### src/rtl/fft_pkg.sv
// rtl/fft_pkg.sv - shared FFT constants and the twiddle sequencer state type
package fft_pkg;

  localparam int FFT_ANGLE_W = 32;
  localparam int FFT_ADDR_W  = 7;
  localparam int FFT_N_TW    = 128;

  typedef enum logic [1:0] {
    ST_IDLE  = 2'd0,
    ST_RUN   = 2'd1,
    ST_DRAIN = 2'd2
  } tw_state_e;

endpackage

### src/rtl/twiddle_skid_buf.sv
// rtl/twiddle_skid_buf.sv - 2-entry FIFO holding ROM words tagged with their twiddle index
module twiddle_skid_buf #(
  parameter int DATA_W = 32,
  parameter int IDX_W  = 7
) (
  input  logic              i_clk,
  input  logic              i_rst,
  input  logic              i_push,
  input  logic [DATA_W-1:0] i_data,
  input  logic [IDX_W-1:0]  i_index,
  input  logic              i_pop,
  output logic [DATA_W-1:0] o_data,
  output logic [IDX_W-1:0]  o_index,
  output logic [1:0]        o_count
);

  logic [DATA_W-1:0] r_data  [2];
  logic [IDX_W-1:0]  r_index [2];
  logic              r_wr_ptr;
  logic              r_rd_ptr;
  logic [1:0]        r_count;
  logic              w_push;
  logic              w_pop;

  assign w_pop  = i_pop && (r_count != 2'd0);
  // A push into a full buffer is only legal when the head leaves in the same cycle.
  assign w_push = i_push && ((r_count != 2'd2) || w_pop);

  always_ff @(posedge i_clk or posedge i_rst) begin
    if (i_rst) begin
      r_data[0]  <= '0;
      r_data[1]  <= '0;
      r_index[0] <= '0;
      r_index[1] <= '0;
      r_wr_ptr   <= 1'b0;
      r_rd_ptr   <= 1'b0;
      r_count    <= 2'd0;
    end else begin
      if (w_push) begin
        r_data[r_wr_ptr]  <= i_data;
        r_index[r_wr_ptr] <= i_index;
        r_wr_ptr          <= ~r_wr_ptr;
      end
      if (w_pop) begin
        r_rd_ptr <= ~r_rd_ptr;
      end
      case ({w_push, w_pop})
        2'b10:   r_count <= r_count + 2'd1;
        2'b01:   r_count <= r_count - 2'd1;
        default: r_count <= r_count;
      endcase
    end
  end

  assign o_data  = r_data[r_rd_ptr];
  assign o_index = r_index[r_rd_ptr];
  assign o_count = r_count;

endmodule

### src/rtl/twiddle_seq_stage_8.sv
// rtl/twiddle_seq_stage_8.sv - stage-8 twiddle ROM sequencer feeding the CORDIC rotator
// TWIDDLE_CONJ_EN adds i_inverse, which negates ROM words for IFFT frames.
module twiddle_seq_stage_8
  import fft_pkg::*;
#(
  parameter int N_TW    = FFT_N_TW,
  parameter int ANGLE_W = FFT_ANGLE_W
) (
  input  logic                  i_clk,
  input  logic                  i_rst,
  input  logic                  i_start,
`ifdef TWIDDLE_CONJ_EN
  input  logic                  i_inverse,
`endif
  output logic [FFT_ADDR_W-1:0] o_rom_addr,
  input  logic [ANGLE_W-1:0]    i_rom_data,
  output logic [ANGLE_W-1:0]    o_angle,
  output logic [FFT_ADDR_W-1:0] o_index,
  output logic                  o_valid,
  input  logic                  i_ready,
  output logic                  o_busy,
  output logic                  o_done
);

  localparam logic [FFT_ADDR_W-1:0] LAST_K = FFT_ADDR_W'(N_TW - 1);

  tw_state_e             r_state;
  tw_state_e             w_next_state;
  logic [FFT_ADDR_W-1:0] r_k;
  logic [FFT_ADDR_W-1:0] r_rom_addr;
  logic [FFT_ADDR_W-1:0] r_flight_k;
  logic                  r_inflight;
  logic                  r_done;
  logic                  w_issue;
  logic                  w_busy;
  logic                  w_pop;
  logic                  w_room;
  logic                  w_drained;
  logic [1:0]            w_count;
  logic [1:0]            w_occ;
  logic [ANGLE_W-1:0]    w_push_data;

  assign o_valid = (w_count != 2'd0);
  assign w_pop   = o_valid && i_ready;
  assign w_occ   = w_count - {1'b0, w_pop};

  // Counting the word leaving this cycle keeps the pipe at one beat per cycle.
  assign w_room    = (w_occ == 2'd0) || ((w_occ == 2'd1) && !r_inflight);
  assign w_drained = (w_occ == 2'd0) && !r_inflight;

  always_ff @(posedge i_clk or posedge i_rst) begin
    if (i_rst) begin
      r_state <= ST_IDLE;
    end else begin
      r_state <= w_next_state;
    end
  end

  always_comb begin
    w_next_state = r_state;
    case (r_state)
      ST_IDLE:  if (i_start) w_next_state = ST_RUN;
      ST_RUN:   if (w_issue && (r_k == LAST_K)) w_next_state = ST_DRAIN;
      ST_DRAIN: if (w_drained) w_next_state = ST_IDLE;
      default:  w_next_state = ST_IDLE;
    endcase
  end

  // k=0 is read in the start cycle itself so the first beat follows two cycles later.
  always_comb begin
    w_issue = 1'b0;
    w_busy  = 1'b0;
    case (r_state)
      ST_IDLE: begin
        w_issue = i_start;
      end
      ST_RUN: begin
        w_issue = w_room;
        w_busy  = 1'b1;
      end
      ST_DRAIN: begin
        w_busy = 1'b1;
      end
      default: begin
        w_issue = 1'b0;
      end
    endcase
  end

  always_ff @(posedge i_clk or posedge i_rst) begin
    if (i_rst) begin
      r_k        <= '0;
      r_rom_addr <= '0;
      r_flight_k <= '0;
      r_inflight <= 1'b0;
      r_done     <= 1'b0;
    end else begin
      r_inflight <= w_issue;
      r_done     <= (r_state == ST_DRAIN) && w_drained;
      if (w_issue) begin
        r_rom_addr <= r_k;
        r_flight_k <= r_k;
        r_k        <= (r_k == LAST_K) ? '0 : r_k + FFT_ADDR_W'(1);
      end
    end
  end

  assign o_rom_addr = w_issue ? r_k : r_rom_addr;
  assign o_busy     = w_busy;
  assign o_done     = r_done;

`ifdef TWIDDLE_CONJ_EN
  logic r_inverse;

  always_ff @(posedge i_clk or posedge i_rst) begin
    if (i_rst) begin
      r_inverse <= 1'b0;
    end else if ((r_state == ST_IDLE) && i_start) begin
      r_inverse <= i_inverse;
    end
  end

  assign w_push_data = r_inverse ? -i_rom_data : i_rom_data;
`else
  assign w_push_data = i_rom_data;
`endif

  twiddle_skid_buf #(
    .DATA_W (ANGLE_W),
    .IDX_W  (FFT_ADDR_W)
  ) u_skid_buf (
    .i_clk   (i_clk),
    .i_rst   (i_rst),
    .i_push  (r_inflight),
    .i_data  (w_push_data),
    .i_index (r_flight_k),
    .i_pop   (w_pop),
    .o_data  (o_angle),
    .o_index (o_index),
    .o_count (w_count)
  );

endmodule
### config.mk
export PLATFORM = sky130hd
export DESIGN_NAME = twiddle_seq_stage_8
export DESIGN_NICKNAME = d
export VERILOG_FILES = /design/src/rtl/fft_pkg.sv /design/src/rtl/twiddle_skid_buf.sv /design/src/rtl/twiddle_seq_stage_8.sv
export SDC_FILE = /design/constraint.sdc
export NUM_CORES = 1
export LEC_CHECK = 0
export BUFFER_PORTS_ARGS = -buffer_cell sky130_fd_sc_hd__clkbuf_2
export CORE_MARGIN = 10
export CORE_UTILIZATION = 55
export DETAILED_ROUTE_END_ITERATION = 12
export HOLD_SLACK_MARGIN = 0.03
export PLACE_DENSITY = 0.79
export SLEW_MARGIN = 20
export SYNTH_ARGS = -nofsm -noshare
export SYNTH_HDL_FRONTEND = slang
export SYNTH_HIERARCHICAL = 1
export SYNTH_SLANG_ARGS = --single-unit
### constraint.sdc
create_clock -name i_clk -period 3.25 [get_ports i_clk]
set_input_delay 0.65 -clock i_clk [delete_from_list [all_inputs] [get_ports i_clk]]
set_output_delay 0.65 -clock i_clk [all_outputs]
set_load 0.02 [all_outputs]
## Word level (Yosys, flattened, before mapping)

Index checks and enable logic that the tools add are counted.

- Bits in registers: 107
- Input port bits: 36
- Output and inout bits: 49
- Word-level logic and storage cells: 72

- Add/subtract/negate cells: 4
- Magnitude comparators: 3
- Eq/ne operators: 10
- Multiplexer cells: 21
- Bitwise gates (word level): 4
- Reductions and logical operators: 17

Operator list:

| kind | count |
|---|---|
| 32-bit 2-to-1 mux | 4 |
| 64-bit bitwise mux | 1 |
| 7-bit 2-to-1 mux | 6 |
| 32-bit demux with 1-bit select | 1 |
| 14-bit bitwise mux | 1 |
| 1-bit logical AND | 8 |
| 2-bit inequality test (second input constant) | 4 |
| 7-bit by 1-bit adder with 7-bit output (second input constant) | 1 |
| 7-bit demux with 1-bit select | 1 |
| 7-bit == test (second input constant) | 1 |
| 2-bit by 1-bit == test with 1-bit output (second input constant) | 3 |
| 2-bit 2-to-1 mux | 3 |
| 2-bit one-hot mux with 3 select lines | 1 |
| 2-bit == test (second input constant) | 2 |
| 2-bit >= comparator (second input constant) | 2 |
| 2-bit logical NOT | 2 |
| 1-bit inverter with 2-bit output | 2 |
| 2-bit one-hot mux with 2 select lines | 1 |
| 2-bit nonzero test | 2 |
| 3-bit AND reduction | 1 |
| 2-bit by 1-bit adder with 2-bit output (second input constant) | 1 |
| 1-bit logical OR | 2 |
| 2-bit by 1-bit less-than comparator with 1-bit output (second input constant) | 1 |
| 1-bit inverter | 2 |
| other kinds (6) | 6 |

## Longest topological paths before layout

Gate-level depths: netlist of the first run.

- Depth after elaboration: 10
- Depth in mapped cells: 9
- Depth with buffers taken out: 8

## By module

The synthesis of the first run kept the hierarchy.

Modules (own cells, without submodules):

| module | instances | cells each | area each (µm²) | sequential area each (µm²) |
|---|---|---|---|---|
| twiddle_skid_buf | 1 | 225 | 3555.9 | 2052.0 |
| twiddle_seq_stage_8 | 1 | 119 | 1144.8 | 625.6 |

## Least setup slack after synthesis of the first run

Ideal clock, no wire load.

- Kind: reg2out
- Start point: reg u_skid_buf.r_count[1] (netlist: u_skid_buf/o_count[1])
- End point: out o_rom_addr[0]
- Arrival time: 2.374 ns
- Required time: 2.600 ns
- Setup slack: 0.226 ns
- Stages on the path, launching flop included: 10
- Path through: dfrtp_1 -> or2_2 -> and2_1 -> ha_1 -> nand2b_1 -> a32oi_4 -> buf_2 -> buf_2 -> nand2_1 -> nand2_1

- Word-level cells in the longest chain between the ends: 8
- Elaborated cells on any way between the ends: 9
- Those cells by class: 1 x add/sub; 1 x eq/ne; 2 x mux; 5 x reduce/logical

Ends and longest elaborated chain:

| what | line | RTL |
|---|---|---|
| start, declared | twiddle_skid_buf.sv:21 | `logic [1:0] r_count;` |
| start signal, assigned | twiddle_skid_buf.sv:48 | `2'b10: r_count <= r_count + 2'd1;` |
| start signal, assigned | twiddle_skid_buf.sv:49 | `2'b01: r_count <= r_count - 2'd1;` |
| start signal, assigned | twiddle_skid_buf.sv:50 | `default: r_count <= r_count;` |
| 2-bit nonzero test (*) | twiddle_seq_stage_8.sv:43 | `assign o_valid = (w_count != 2'd0);` |
| net o_valid | twiddle_seq_stage_8.sv:19 | `output logic o_valid,` |
| 1-bit logical AND (*) | twiddle_seq_stage_8.sv:44 | `assign w_pop = o_valid && i_ready;` |
| net w_pop | twiddle_seq_stage_8.sv:36 | `logic w_pop;` |
| 2-bit by 1-bit subtractor with 2-bit output (*) | twiddle_seq_stage_8.sv:45 | `assign w_occ = w_count - {1'b0, w_pop};` |
| 2-bit by 1-bit == test with 1-bit output | twiddle_seq_stage_8.sv:48 | `assign w_room = (w_occ == 2'd0) \|\| ((w_occ == 2'd1) && !r_inflight);` |
| 1-bit logical AND | twiddle_seq_stage_8.sv:48 |  |
| 1-bit logical OR (*) | twiddle_seq_stage_8.sv:48 |  |
| 1-bit one-hot mux with 2 select lines (*) | twiddle_seq_stage_8.sv:73 | `case (r_state)` |
| 7-bit 2-to-1 mux (*) | -- |  |
| end, declared | twiddle_seq_stage_8.sv:15 | `output logic [FFT_ADDR_W-1:0] o_rom_addr,` |

Mark *: on every way through the listed nets, which the timed path passes. The rest lies on a longest branch.

## Worst setup path after layout of the first run

- Start point: reg u_skid_buf.r_count[1] (netlist: u_skid_buf/o_count[1])
- End point: out o_rom_addr[5]

- Word-level cells in the longest chain between the ends: 8
- Elaborated cells on any way between the ends: 9
- Those cells by class: 1 x add/sub; 1 x eq/ne; 2 x mux; 5 x reduce/logical

Ends and longest elaborated chain:

| what | line |
|---|---|
| 2-bit nonzero test (*) | twiddle_seq_stage_8.sv:43 |
| 1-bit logical AND (*) | twiddle_seq_stage_8.sv:44 |
| net w_pop | twiddle_seq_stage_8.sv:36 |
| 2-bit by 1-bit subtractor with 2-bit output (*) | twiddle_seq_stage_8.sv:45 |
| 2-bit by 1-bit == test with 1-bit output | twiddle_seq_stage_8.sv:48 |
| 1-bit logical AND | twiddle_seq_stage_8.sv:48 |
| 1-bit logical OR (*) | twiddle_seq_stage_8.sv:48 |
| 1-bit one-hot mux with 2 select lines (*) | twiddle_seq_stage_8.sv:73 |
| 7-bit 2-to-1 mux (*) | -- |

Marked as above.

==> metrics.log, run 1 <==
[metrics] result of the run: completed
[metrics] Async S/R FF share, synth: 100%
[metrics] core region area: 8260 um2
[metrics] total CTS buffers: 9
[metrics] number of flops mapped to enable cells by yosys: 0
[metrics] Peak supply drop: 699 uV
[metrics] Internal Pwr Total: 3.96 mW
[metrics] Worst-path clk slew: 0.10 ns
[metrics] share of the synthesized area in the top cell type: 57.0%
[metrics] min cycle time layout: 3.14 ns
[metrics] Slew Limit Headroom: 39.2%
[metrics] switching power total: 2.57 mW
[metrics] total power divided by cell area: 1160 nW/um2
[metrics] wire length per cell: 17.7 um
[metrics] Least-Margin Pin Slew: 0.911 ns
[metrics] Req. time, crit path: 2.60 ns
[metrics] TritonCTS clock tree: yes
[metrics] fillers: 609
[metrics] Gate power share: 51.5%
[metrics] Inserted Diodes: 0
[metrics] register area share after synthesis: 57.0%
[metrics] commonest cells after routing, fill and taps aside: 104 x sky130_fd_sc_hd__dfrtp_1, 97 x sky130_fd_sc_hd__mux2_2, 77 x sky130_fd_sc_hd__clkbuf_2
[metrics] setup repair after global routing missed its margin: false
[metrics] data arrival time of the critical path: 2.49 ns
[metrics] H-tree lvl count: 3
[metrics] clock sink count: 107
[metrics] post-detailed-routing wire length: 9730 um
[metrics] Seq pwr share: 36.4%
[metrics] total negative slack for setup checks: 0 ns
[metrics] final hold vios: 0
[metrics] fraction of power spent switching nets: 39.4%
[metrics] global-route usage over all layers: 15.6%
[metrics] global-route wire length before repair: 16400 um
[metrics] register bit total from synthesis: 107
[metrics] Initial Utilization: 56.9%
[metrics] via count of the first global-routing pass: 3297
[metrics] DIE HEIGHT: 112 um
[metrics] Lkg Pwr: 2.63 nW
[metrics] maximum clock frequency: 318 MHz
[metrics] maximum buffer depth of the clock tree: 2
[metrics] most area-consuming cells after synthesis: sky130_fd_sc_hd__dfrtp_1 57%, sky130_fd_sc_hd__mux2_2 23%, sky130_fd_sc_hd__mux2_1 4.8%, sky130_fd_sc_hd__nand2_1 3.7%, sky130_fd_sc_hd__ha_1 1.6%
[metrics] max-cap check violation count: 0
[metrics] Final setup viols: 0
[metrics] clock root buffer master: sky130_fd_sc_hd__clkbuf_8
[metrics] Final Net Count: 480
[metrics] dpl hpwl: 6950 um
[metrics] fin util: 67.9%
[metrics] First DRT Iteration DRCs: 61
[metrics] leftover overflow at the end of global routing: 0
[metrics] residual DRC count: 0
[metrics] cell type with the largest total area after synthesis: sky130_fd_sc_hd__dfrtp_1
[metrics] final worst-path setup slack: 0.106 ns
[metrics] count of hold buffers inserted by post-cts repair: 0
[metrics] number of vias per cell: 5.41
[metrics] PortBufs: 84
[metrics] Worst Setup End Kind: output pin
[metrics] Synth-to-Final Area Change: 19.2%
[metrics] largest fanout on the critical path: 5
[metrics] largest net degree at the start of global routing: 65
[metrics] number of max-slew violations in the final report: 0
[metrics] count of vias placed by the detailed router: 2965
[metrics] Die Footprint: 12600 um2
[metrics] count of nets left with antenna violations after detail routing: 0
[metrics] Syn. warnings: 6
[metrics] ports placed on the boundary: 85
[metrics] fraction of layout cells with a size suffix above 1: 53.7%
[metrics] worst-skew pair later-pin latency: 0.36 ns
[metrics] placement row count: 33
[metrics] gpl congestion: 0.826
[metrics] final clock skew: 0.0130 ns
[metrics] path type of the worst setup path: reg2out
[metrics] Post-Synthesis Cell Area: 4700 um2
[metrics] portion of total power attributed to the clock network: 12.2%
[metrics] number of nets produced by synthesis: 386
[metrics] category of the worst setup path launch point: flip-flop
[metrics] Primary FF master, synth: sky130_fd_sc_hd__dfrtp_1
[metrics] part of the cycle the worst path needs: 96.7%
[metrics] pre-CTS setup slack: 0.236 ns
[metrics] DR pass1 iterations: 4
[metrics] most common cell after layout, fill and taps aside: sky130_fd_sc_hd__dfrtp_1
[metrics] overall die width: 112 um
[metrics] number of antenna violations at the first check in global routing: 0
[metrics] gate count after technology mapping: 344
[metrics] unique cell type count in the Yosys netlist: 34
[metrics] Tightest Hold Check Type: in2async
[metrics] syn_area_per_cell: 13.7 um2
## metal layers
layer | GRT usage (%) | share of wire, %
met5 | 0 | 0
met2 | 25.8 | 51
met3 | 3.51 | 4.4
met4 | 5.16 | 0.85
met1 | 19.8 | 44
## metrics by stage
| stage | cells | area [um2] | hold WS (ns) | total power, mW |
|---|---|---|---|---|
| 2_1_floorplan | 344 | 4700 | 0.452 | 4.62 |
| 3_3_place_gp | 524 | 5250 | 0.455 | 5.40 |
| 3_5_place_dp | 524 | 5250 | 0.462 | 5.54 |
| 4_1_cts | 546 | 5500 | 0.486 | 6.45 |
| 5_1_grt | 548 | 5600 | 0.478 | 6.97 |
| 6_report | 548 | 5600 | 0.424 | 6.53 |
## power by group through the flow
stage	clock [mW]	combinational, mW	sequential, mW
finish	0.794	3.36	2.37
global route	0.873	3.63	2.47
CTS	0.822	3.26	2.37
detailed placement	0	3.13	2.41
global placement	0	3.05	2.35
floorplan	0	2.39	2.23
## path summary, 6_finish.rpt
path | slack [ns] | endpoint | startpoint | cells past startpoint
min | 0.42 | u_skid_buf/r_index[11] | i_rst | 2
min in group i_clk | 0.49 | u_skid_buf/r_data[3] | u_skid_buf/r_data[3] | 1
max in group asynchronous | 2.15 | u_skid_buf/r_data[32] | i_rst | 3
max reg2reg | 0.81 | r_state[1] | u_skid_buf/o_count[1] | 8
min reg2reg | 0.49 | u_skid_buf/r_data[3] | u_skid_buf/r_data[3] | 1
max | 0.11 | o_rom_addr[5] | u_skid_buf/o_count[1] | 10
## sequential cells by signal, indices dropped and copies added, names as in the netlist
register             flops
o_done                   1
r_flight_k               7
r_inflight               1
r_k                      7
r_rom_addr               7
r_state                  2
u_skid_buf/o_count       2
u_skid_buf/r_data       64
u_skid_buf/r_index      14
u_skid_buf/r_rd_ptr      1
u_skid_buf/r_wr_ptr      1
## layout make-up
class / instances / area [um2] / share of cell area [%]
clock buffers: 10 / 128 / 2.28
clock inverters: 6 / 65.1 / 1.16
inverters: 7 / 32.5 / 0.580
multi-input cells: 215 / 1960 / 35.1
flip-flops and latches: 107 / 2680 / 47.8
well taps: 105 / 131 / 2.34
repair buffers: 98 / 602 / 10.7
## cells in the mapped netlist, drive strengths merged, types with 2 or more instances
cell type and instances:
mux2 117, dfrtp 107, nand2 46, buf 14
inv 7, ha 6, nor2 5, xnor2 5
xor2 5, o21ai 4, nand2b 3, nand3 3
nor3 3, a21oi 2, nor3b 2, o21a 2
or2 2
## cell families after synthesis
family                   synth area share, %
multiplexers                            28.2
flip-flops                              57.0
AND/OR/NAND/NOR                         6.65
buffers and inverters                   2.50
AO/OA/AOI/OAI                           2.18
XOR/XNOR                                1.86
adder cells (fa/ha/maj)                 1.60
## critical path: stages (launching register included)
cell and delay [ns]:
sky130_fd_sc_hd__dfrtp_2 0.42, sky130_fd_sc_hd__or2_4 0.25, sky130_fd_sc_hd__and2_4 0.15, sky130_fd_sc_hd__ha_2 0.28, sky130_fd_sc_hd__nand2b_4 0.15, sky130_fd_sc_hd__a32oi_4 0.28
sky130_fd_sc_hd__clkinvlp_4 0.17, sky130_fd_sc_hd__buf_6 0.16, sky130_fd_sc_hd__nand2_2 0.08, sky130_fd_sc_hd__nand2_2 0.06, sky130_fd_sc_hd__buf_4 0.15
## repair_timing
item                                   CTS  global route
endpoints found under the hold margin    0             0
setup endpoints to repair                7             7
setup buffers                            6             2
pin swaps                                1             2
gates resized for setup                  7            37
(Power assumes the default switching activity.)
==> run 2: changes to the inputs <==
--- a/config.mk
+++ b/config.mk
@@ -8,6 +8,7 @@
 export BUFFER_PORTS_ARGS = -buffer_cell sky130_fd_sc_hd__clkbuf_2
 export CORE_MARGIN = 10
 export CORE_UTILIZATION = 55
+export CTS_BUF_LIST = sky130_fd_sc_hd__clkbuf_16
 export DETAILED_ROUTE_END_ITERATION = 12
 export HOLD_SLACK_MARGIN = 0.03
 export PLACE_DENSITY = 0.79
==> metrics.log, run 2 (synthesis results as in run 1) <==
[metrics] result of the run: completed (unchanged)
[metrics] category of the worst setup path launch point: flip-flop (unchanged)
[metrics] via count of the first global-routing pass: 3273 (was 3297)
[metrics] buffering stage count on the worst path with inverters included: 3 (unchanged)
[metrics] gpl congestion: 0.826 (unchanged)
[metrics] fillers: 606 (was 609)
[metrics] overall die width: 112 um (unchanged)
[metrics] dominant cell type by count on the critical path: sky130_fd_sc_hd__nand2_1 (was sky130_fd_sc_hd__nand2_2)
[metrics] Inserted Diodes: 0 (unchanged)
[metrics] global-route usage over all layers: 15.6% (about the same)
[metrics] data arrival time of the critical path: 2.50 ns (was 2.49 ns)
[metrics] switching power total: 2.57 mW (about the same)
[metrics] setup repair after global routing missed its margin: false (unchanged)
[metrics] path type of the worst setup path: reg2out (unchanged)
[metrics] FF-to-FF Start: u_skid_buf/o_count[1] (unchanged)
[metrics] most common cell after layout, fill and taps aside: sky130_fd_sc_hd__dfrtp_1 (unchanged)
[metrics] Final setup viols: 0 (unchanged)
[metrics] Worst path slowest cell: sky130_fd_sc_hd__dfrtp_2 (unchanged)
[metrics] DR pass1 iterations: 4 (unchanged)
[metrics] largest register by flop count: u_skid_buf/r_data (unchanged)
[metrics] worst-skew pair later-pin latency: 0.34 ns (was 0.36 ns)
[metrics] core region area: 8260 um2 (unchanged)
[metrics] stage delay of the slowest cell on the critical path: 0.40 ns (was 0.42 ns)
[metrics] portion of total power attributed to the clock network: 15.9% (was 12.2%)
[metrics] largest fanout on the critical path: 5 (unchanged)
[metrics] residual DRC count: 0 (unchanged)
[metrics] largest net degree at the start of global routing: 65 (unchanged)
[metrics] total CTS buffers: 9 (unchanged)
[metrics] final hold vios: 0 (unchanged)
[metrics] Req. time, crit path: 2.60 ns (about the same)
[metrics] count of hold buffers inserted by post-cts repair: 0 (unchanged)
[metrics] post-detailed-routing wire length: 9640 um (was 9730 um)
[metrics] maximum buffer depth of the clock tree: 2 (unchanged)
[metrics] Final Net Count: 478 (was 480)
[metrics] First DRT Iteration DRCs: 98 (was 61)
[metrics] Post-Route Hold Slack: 0.448 ns (was 0.424 ns)
[metrics] commonest cells after routing, fill and taps aside: 104 x sky130_fd_sc_hd__dfrtp_1, 97 x sky130_fd_sc_hd__mux2_2, 78 x sky130_fd_sc_hd__clkbuf_2 (was 104 x sky130_fd_sc_hd__dfrtp_1, 97 x sky130_fd_sc_hd__mux2_2, 77 x sky130_fd_sc_hd__clkbuf_2)
[metrics] Slew Limit Headroom: 39.4% (was 39.2%)
[metrics] part of the cycle the worst path needs: 96.9% (was 96.7%)
[metrics] start point of the critical path: u_skid_buf/o_count[1] (unchanged)
[metrics] min cycle time layout: 3.15 ns (was 3.14 ns)
[metrics] Initial Utilization: 56.9% (unchanged)
[metrics] final clock skew: 0.00750 ns (was 0.0130 ns)
[metrics] max-cap check violation count: 0 (unchanged)
[metrics] count of nets left with antenna violations after detail routing: 0 (unchanged)
[metrics] Die Footprint: 12600 um2 (unchanged)
[metrics] H-tree lvl count: 3 (unchanged)
[metrics] critical-path cell list: or2_2, and2_4, ha_4, nand2b_4, a32oi_4, clkinvlp_4, buf_4, nand2_1, nand2_1, clkbuf_2 (was or2_4, and2_4, ha_2, nand2b_4, a32oi_4, clkinvlp_4, buf_6, nand2_2, nand2_2, buf_4)
[metrics] fraction of layout cells with a size suffix above 1: 51.9% (was 53.7%)
[metrics] number of antenna violations at the first check in global routing: 0 (unchanged)
[metrics] number of max-slew violations in the final report: 0 (unchanged)
[metrics] dpl hpwl: 6950 um (unchanged)
[metrics] Worst-path clk slew: 0.07 ns (was 0.10 ns)
[metrics] clock root buffer master: sky130_fd_sc_hd__clkbuf_16 (was sky130_fd_sc_hd__clkbuf_8)
[metrics] placement row count: 33 (unchanged)
[metrics] Tightest Hold Check Type: in2async (unchanged)
[metrics] total negative slack for setup checks: 0 ns (unchanged)
[metrics] number of vias per cell: 5.39 (was 5.41)
[metrics] maximum clock frequency: 318 MHz (about the same)
[metrics] clock sink count: 107 (unchanged)
[metrics] PortBufs: 84 (unchanged)
[metrics] global-route wire length before repair: 16400 um (about the same)
[metrics] TritonCTS clock tree: yes (unchanged)
[metrics] Internal Pwr Total: 4.14 mW (was 3.96 mW)
[metrics] Synth-to-Final Area Change: 20.2% (was 19.2%)
[metrics] Least-Margin Pin Slew: 0.908 ns (was 0.911 ns)
[metrics] Lkg Pwr: 2.66 nW (was 2.63 nW)
[metrics] total power divided by cell area: 1190 nW/um2 (was 1160 nW/um2)
[metrics] Regs by FF count: u_skid_buf/r_data: 64 flops, u_skid_buf/r_index: 14 flops (unchanged)
[metrics] Top delay family on crit path: simple AND/OR/NAND/NOR gates (unchanged)
[metrics] Gate power share: 48.8% (was 51.5%)
[metrics] Total Power Consumption: 6.71 mW (was 6.53 mW)
[metrics] wire length per cell: 17.7 um (about the same)
[metrics] DIE HEIGHT: 112 um (unchanged)
[metrics] fin util: 68.4% (was 67.9%)
[metrics] ports placed on the boundary: 85 (unchanged)
[metrics] Seq pwr share: 35.3% (was 36.4%)
[metrics] Peak supply drop: 655 uV (was 699 uV)
[metrics] Worst Setup End Kind: output pin (unchanged)
[metrics] count of vias placed by the detailed router: 2942 (was 2965)
[metrics] max reg flops: 64 (unchanged)
[metrics] fraction of power spent switching nets: 38.3% (was 39.4%)
[metrics] leftover overflow at the end of global routing: 0 (unchanged)
-- run 2: changes by cell type in the layout (fill, tap and decap cells not counted), moves of 4 or more --
cell | previous run | this run
sky130_fd_sc_hd__nand2_1 | 34 | 41
sky130_fd_sc_hd__clkbuf_16 | 0 | 9
sky130_fd_sc_hd__clkbuf_8 | 9 | 0
sky130_fd_sc_hd__buf_4 | 10 | 14
sky130_fd_sc_hd__buf_6 | 9 | 2
sky130_fd_sc_hd__nand2_2 | 12 | 5
-- run 2: power groups by stage --
stage | Clock (mW) | Combinational (mW) | Sequential (mW)
2_1_floorplan | 0 | 2.39 | 2.23
3_3_place_gp | 0 | 3.05 | 2.35
3_5_place_dp | 0 | 3.13 | 2.41
4_1_cts | 1.09 | 3.26 | 2.37
5_1_grt | 1.15 | 3.54 | 2.47
6_report | 1.06 | 3.28 | 2.37
-- run 2: metal layers --
layer	part of all wire [%]	vias up	track usage (%)	wire, um
li1	-	1375	-	-
met1	44	1495	19.7	4260
met2	51	65	26.1	4870
met3	4.4	7	4.15	421
met4	0.86	0	3.89	83
met5	0	-	0	0
-- run 2: through the flow --
step / area (um2) / instances / setup slack (ns)
after floorplan: 4700 / 344 / 0.226
after global placement: 5250 / 524 / 0.327
after detailed placement: 5250 / 524 / 0.236
after CTS: 5600 / 546 / 0.0345
after global routing: 5650 / 546 / 0.00136
final: 5650 / 546 / 0.102
-- run 2: layout make-up --
type | count | area [um2] | share of cell area (%)
Clock inverter | 7 | 68.8 | 1.22
Multi-Input combinational cell | 215 | 1950 | 34.6
Tap cell | 105 | 131 | 2.32
Timing Repair Buffer | 96 | 558 | 9.87
Sequential cell | 107 | 2680 | 47.4
Clock buffer | 9 | 225 | 3.98
Inverter | 7 | 32.5 | 0.576
-- run 2: worst paths after layout --
| path | slack, ns | depth (start not counted) | to |
|---|---|---|---|
| worst max-delay path | 0.10 | 10 | o_rom_addr[2] |
| worst min-delay path | 0.45 | 2 | u_skid_buf/r_index[11] |
| worst max register to register | 0.78 | 8 | r_state[1] |
| worst min register to register | 0.48 | 2 | r_rom_addr[4] |
| max in group asynchronous | 2.13 | 3 | u_skid_buf/r_data[32] |
| min in group i_clk | 0.48 | 2 | r_rom_addr[4] |
-- run 2: repair_timing --
action                     in CTS  in global routing
resized for setup               6                 21
pin swaps                       1                  1
cloned                          0                  0
setup buffers                   6                  0
setup endpoints to repair       7                  7
==> run 3: changes to the inputs <==
--- a/config.mk
+++ b/config.mk
@@ -12,8 +12,8 @@
 export DETAILED_ROUTE_END_ITERATION = 12
 export HOLD_SLACK_MARGIN = 0.03
 export PLACE_DENSITY = 0.79
+export RECOVER_POWER = 100
 export SLEW_MARGIN = 20
 export SYNTH_ARGS = -nofsm -noshare
 export SYNTH_HDL_FRONTEND = slang
-export SYNTH_HIERARCHICAL = 1
 export SYNTH_SLANG_ARGS = --single-unit
==> metrics.log, run 3 <==
[metrics] result of the run: complete, but fails checks (was completed)
[metrics] violated checks: max-capacitance violations, max-slew violations
[metrics] share of the synthesized area in the top cell type: 57.5% (was 57.0%)
[metrics] register bit total from synthesis: 107 (unchanged)
[metrics] ports placed on the boundary: 85 (unchanged)
[metrics] gate count after technology mapping: 315 (was 344)
[metrics] metal1 wirelength: 3960 um (was 4260 um)
[metrics] First DRT Iteration DRCs: 81 (was 98)
[metrics] PortBufs: 84 (unchanged)
[metrics] most area-consuming cells after synthesis: sky130_fd_sc_hd__dfrtp_1 57%, sky130_fd_sc_hd__mux2_2 31%, sky130_fd_sc_hd__ha_1 1.6%, sky130_fd_sc_hd__xnor2_1 1.3%, sky130_fd_sc_hd__nand2_1 0.73% (was sky130_fd_sc_hd__dfrtp_1 57%, sky130_fd_sc_hd__mux2_2 23%, sky130_fd_sc_hd__mux2_1 4.8%, sky130_fd_sc_hd__nand2_1 3.7%, sky130_fd_sc_hd__ha_1 1.6%)
[metrics] total area of sequential cells: 2680 um2 (about the same)
[metrics] Top delay family on crit path: simple AND/OR/NAND/NOR gates (unchanged)
[metrics] met3 WL: 557 um (was 421 um)
[metrics] fraction of layout cells with a size suffix above 1: 62.1% (was 51.9%)
[metrics] Req. time, crit path: 2.60 ns (about the same)
[metrics] most common cell after layout, fill and taps aside: sky130_fd_sc_hd__mux2_2 (was sky130_fd_sc_hd__dfrtp_1)
[metrics] largest net degree at the start of global routing: 47 (was 65)
[metrics] buffering stage count on the worst path with inverters included: 4 (was 3)
[metrics] total CTS buffers: 9 (unchanged)
[metrics] most instantiated cells after synthesis: 128 x sky130_fd_sc_hd__mux2_2, 107 x sky130_fd_sc_hd__dfrtp_1, 9 x sky130_fd_sc_hd__nand2_1, 8 x sky130_fd_sc_hd__inv_1 (was 107 x sky130_fd_sc_hd__dfrtp_1, 97 x sky130_fd_sc_hd__mux2_2, 46 x sky130_fd_sc_hd__nand2_1, 20 x sky130_fd_sc_hd__mux2_1)
[metrics] most used standard cell by instance count after synthesis: sky130_fd_sc_hd__mux2_2 (was sky130_fd_sc_hd__dfrtp_1)
[metrics] cell type with the largest total area after synthesis: sky130_fd_sc_hd__dfrtp_1 (unchanged)
[metrics] commonest cells after routing, fill and taps aside: 128 x sky130_fd_sc_hd__mux2_2, 106 x sky130_fd_sc_hd__dfrtp_1, 80 x sky130_fd_sc_hd__clkbuf_2 (was 104 x sky130_fd_sc_hd__dfrtp_1, 97 x sky130_fd_sc_hd__mux2_2, 78 x sky130_fd_sc_hd__clkbuf_2)
[metrics] residual DRC count: 0 (unchanged)
[metrics] gpl congestion: 0.815 (was 0.826)
[metrics] stage delay of the slowest cell on the critical path: 0.38 ns (was 0.40 ns)
[metrics] count of hold buffers inserted by post-cts repair: 0 (unchanged)
[metrics] global-route usage over all layers: 15.1% (was 15.6%)
[metrics] total power divided by cell area: 1190 nW/um2 (about the same)
[metrics] dpl hpwl: 6520 um (was 6950 um)
[metrics] final instance area: 5620 um2 (was 5650 um2)
[metrics] max-cap check violation count: 1 (was 0)
[metrics] Post-Synthesis Cell Area: 4660 um2 (was 4700 um2)
[metrics] setup repair after global routing missed its margin: true (was false)
[metrics] data arrival time of the critical path: 2.54 ns (was 2.50 ns)
[metrics] final clock skew: 0.00686 ns (was 0.00750 ns)
[metrics] core region area: 8220 um2 (was 8260 um2)
[metrics] largest fanout on the critical path: 9 (was 5)
[metrics] final hold vios: 0 (unchanged)
[metrics] part of the cycle the worst path needs: 98.2% (was 96.9%)
[metrics] category of the worst setup path launch point: flip-flop (unchanged)
[metrics] Final setup viols: 0 (unchanged)
[metrics] global-route wire length before repair: 15700 um (was 16400 um)
[metrics] dominant cell type by count on the critical path: sky130_fd_sc_hd__nand2_1 (unchanged)
[metrics] clock sink count: 107 (unchanged)
[metrics] DIE HEIGHT: 112 um (about the same)
[metrics] critical-path cell list: or2_4, and2_4, ha_4, or2b_4, a32oi_4, buf_12, inv_6, buf_4, nand2_1, nand2_1, buf_2 (was or2_2, and2_4, ha_4, nand2b_4, a32oi_4, clkinvlp_4, buf_4, nand2_1, nand2_1, clkbuf_2)
[metrics] Highest Signal Layer: met4 (unchanged)
[metrics] Post-Place Cells: 502 (was 524)
[metrics] count of vias placed by the detailed router: 2794 (was 2942)
[metrics] unique cell type count in the Yosys netlist: 30 (was 34)
[metrics] Synth-to-Final Area Change: 20.7% (was 20.2%)
[metrics] number of cells in the finished layout apart from fillers: 522 (was 546)
[metrics] Least-Margin Pin Slew: 1.69 ns (was 0.908 ns)
[metrics] max reg flops: 64 (unchanged)
[metrics] leftover overflow at the end of global routing: 0 (unchanged)
[metrics] total cell area at the placement stage: 5250 um2 (about the same)
[metrics] Worst path slowest cell: sky130_fd_sc_hd__dfrtp_1 (was sky130_fd_sc_hd__dfrtp_2)
[metrics] Post-Route Hold Slack: 0.486 ns (was 0.448 ns)
[metrics] Tightest Hold Check Type: reg2reg (was in2async)
[metrics] maximum buffer depth of the clock tree: 2 (unchanged)
[metrics] start point of the critical path: u_skid_buf.o_count[1] (was u_skid_buf/o_count[1])
[metrics] syn_area_per_cell: 14.8 um2 (was 13.7 um2)
[metrics] path type of the worst setup path: reg2out (unchanged)
[metrics] overall die width: 112 um (about the same)
[metrics] maximum clock frequency: 313 MHz (was 318 MHz)
[metrics] Worst Setup End Kind: output pin (unchanged)
[metrics] FF-to-FF Start: u_skid_buf.o_count[1] (was u_skid_buf/o_count[1])
[metrics] Die Footprint: 12600 um2 (about the same)
[metrics] Routed met2 length: 4610 um (was 4870 um)
[metrics] Multi-input gate area: 1910 um2 (was 1950 um2)
[metrics] Final Net Count: 454 (was 478)
[metrics] Regs by FF count: u_skid_buf.r_data: 64 flops, u_skid_buf.r_index: 14 flops (was u_skid_buf/r_data: 64 flops, u_skid_buf/r_index: 14 flops)
[metrics] Inserted Diodes: 0 (unchanged)
[metrics] number of nets produced by synthesis: 357 (was 386)
[metrics] min cycle time layout: 3.19 ns (was 3.15 ns)
[metrics] via count of the first global-routing pass: 3188 (was 3273)
[metrics] worst-skew pair later-pin latency: 0.34 ns (about the same)
[metrics] Primary FF master, synth: sky130_fd_sc_hd__dfrtp_1 (unchanged)
[metrics] Min-Delay Startpoint: r_rom_addr[0]
[metrics] register area share after synthesis: 57.5% (was 57.0%)
[metrics] placement row count: 33 (unchanged)
[metrics] H-tree lvl count: 3 (unchanged)
[metrics] TritonCTS clock tree: yes (unchanged)
[metrics] count of nets left with antenna violations after detail routing: 0 (unchanged)
[metrics] Worst-path clk slew: 0.07 ns (about the same)
[metrics] number of max-slew violations in the final report: 36 (was 0)
[metrics] post-detailed-routing wire length: 9250 um (was 9640 um)
[metrics] Peak supply drop: 619 uV (was 655 uV)
[metrics] wire length per cell: 17.7 um (about the same)
[metrics] number of vias per cell: 5.35 (was 5.39)
[metrics] number of flops mapped to enable cells by yosys: 0 (unchanged)
[metrics] Lkg Pwr: 2.61 nW (was 2.66 nW)
[metrics] Initial Utilization: 56.7% (was 56.9%)
[metrics] fillers: 574 (was 606)
[metrics] Syn. warnings: 0 (was 6)
[metrics] DR pass1 iterations: 4 (unchanged)
[metrics] clock root buffer master: sky130_fd_sc_hd__clkbuf_16 (unchanged)
[metrics] number of antenna violations at the first check in global routing: 0 (unchanged)
[metrics] Async S/R FF share, synth: 100% (unchanged)
[metrics] largest register by flop count: u_skid_buf.r_data (was u_skid_buf/r_data)
[metrics] Slew Limit Headroom: -13.5% (was 39.4%)
[metrics] total negative slack for setup checks: 0 ns (unchanged)
==> run 3: worst paths after layout <==
path,to,slack (ns),cells after the start
worst max-delay path,o_rom_addr[0],0.06,11
worst min-delay path,r_rom_addr[0],0.49,2
worst min register to register,r_rom_addr[0],0.49,2
worst max register to register,r_k[3],0.91,9
max in group asynchronous,u_skid_buf.r_index[8],1.53,3
min in group asynchronous,u_skid_buf.r_data[16],0.70,2
==> run 3: what timing repair did <==
| item | 4_1_cts | 5_1_grt |
|---|---|---|
| gates resized for setup | 8 | 3 |
| pin swaps | 3 | 0 |
| endpoints found under the setup margin | 7 | 3 |
| buffers inserted | 2 | 1 |
| gates cloned | 1 | 0 |
==> run 3: worst register-to-register path, stage by stage, from the launching register on <==
cell	delay, ns
sky130_fd_sc_hd__dfrtp_1	0.38
sky130_fd_sc_hd__or2_4	0.25
sky130_fd_sc_hd__and2_4	0.15
sky130_fd_sc_hd__ha_4	0.16
sky130_fd_sc_hd__xnor2_2	0.22
sky130_fd_sc_hd__a32oi_4	0.20
sky130_fd_sc_hd__buf_16	0.17
sky130_fd_sc_hd__buf_4	0.15
sky130_fd_sc_hd__or3_2	0.45
sky130_fd_sc_hd__a21oi_1	0.15
==> run 3: layer usage <==
| layer | vias to the layer above | global-route usage (%) |
|---|---|---|
| met1 | 1412 | 18.5 |
| met5 | - | 0 |
| met4 | 0 | 4.82 |
| met3 | 9 | 4.26 |
| met2 | 68 | 25.3 |
| li1 | 1305 | - |
==> run 3: through the flow <==
step / utilization [%] / worst slack (ns) / power [mW]
2_1_floorplan: - / 0.110 / 4.66
5_1_grt: 68.4 / -0.0470 / 7.13
3_5_place_dp: 63.9 / 0.0582 / 5.57
4_1_cts: 68.4 / 0.0444 / 6.75
6_report: 68.4 / 0.0592 / 6.69
3_3_place_gp: 63.9 / 0.0996 / 5.43
==> run 3: area by class of cell <==
cell class                 count  area share [%]
clock inverter                 7           0.913
tap                          105            2.34
sequential                   107            47.7
clock buffer                   9            4.01
inverter                       9           0.712
multi-input combinational    186            33.9
timing repair buffer          99            10.4
==> run 3: kinds of logic (layout without fill, tap and decap cells) <==
| family | Yosys count | count (layout) | share of synthesized area [%] |
|---|---|---|---|
| AO/OA/AOI/OAI | 13 | 13 | 2.07 |
| XOR/XNOR | 10 | 10 | 2.04 |
| adder cells (fa/ha/maj) | 6 | 6 | 1.61 |
| buffers and inverters | 22 | 124 | 2.36 |
| flip-flops | 107 | 107 | 57.5 |
| multiplexers | 128 | 128 | 30.9 |
| AND/OR/NAND/NOR | 29 | 29 | 3.49 |
==> run 3: power breakdown <==
part	switching (mW)	internal, mW
Combinational	1.60	1.69
Clock	0.491	0.525
Sequential	0.412	1.97
Total	2.51	4.18
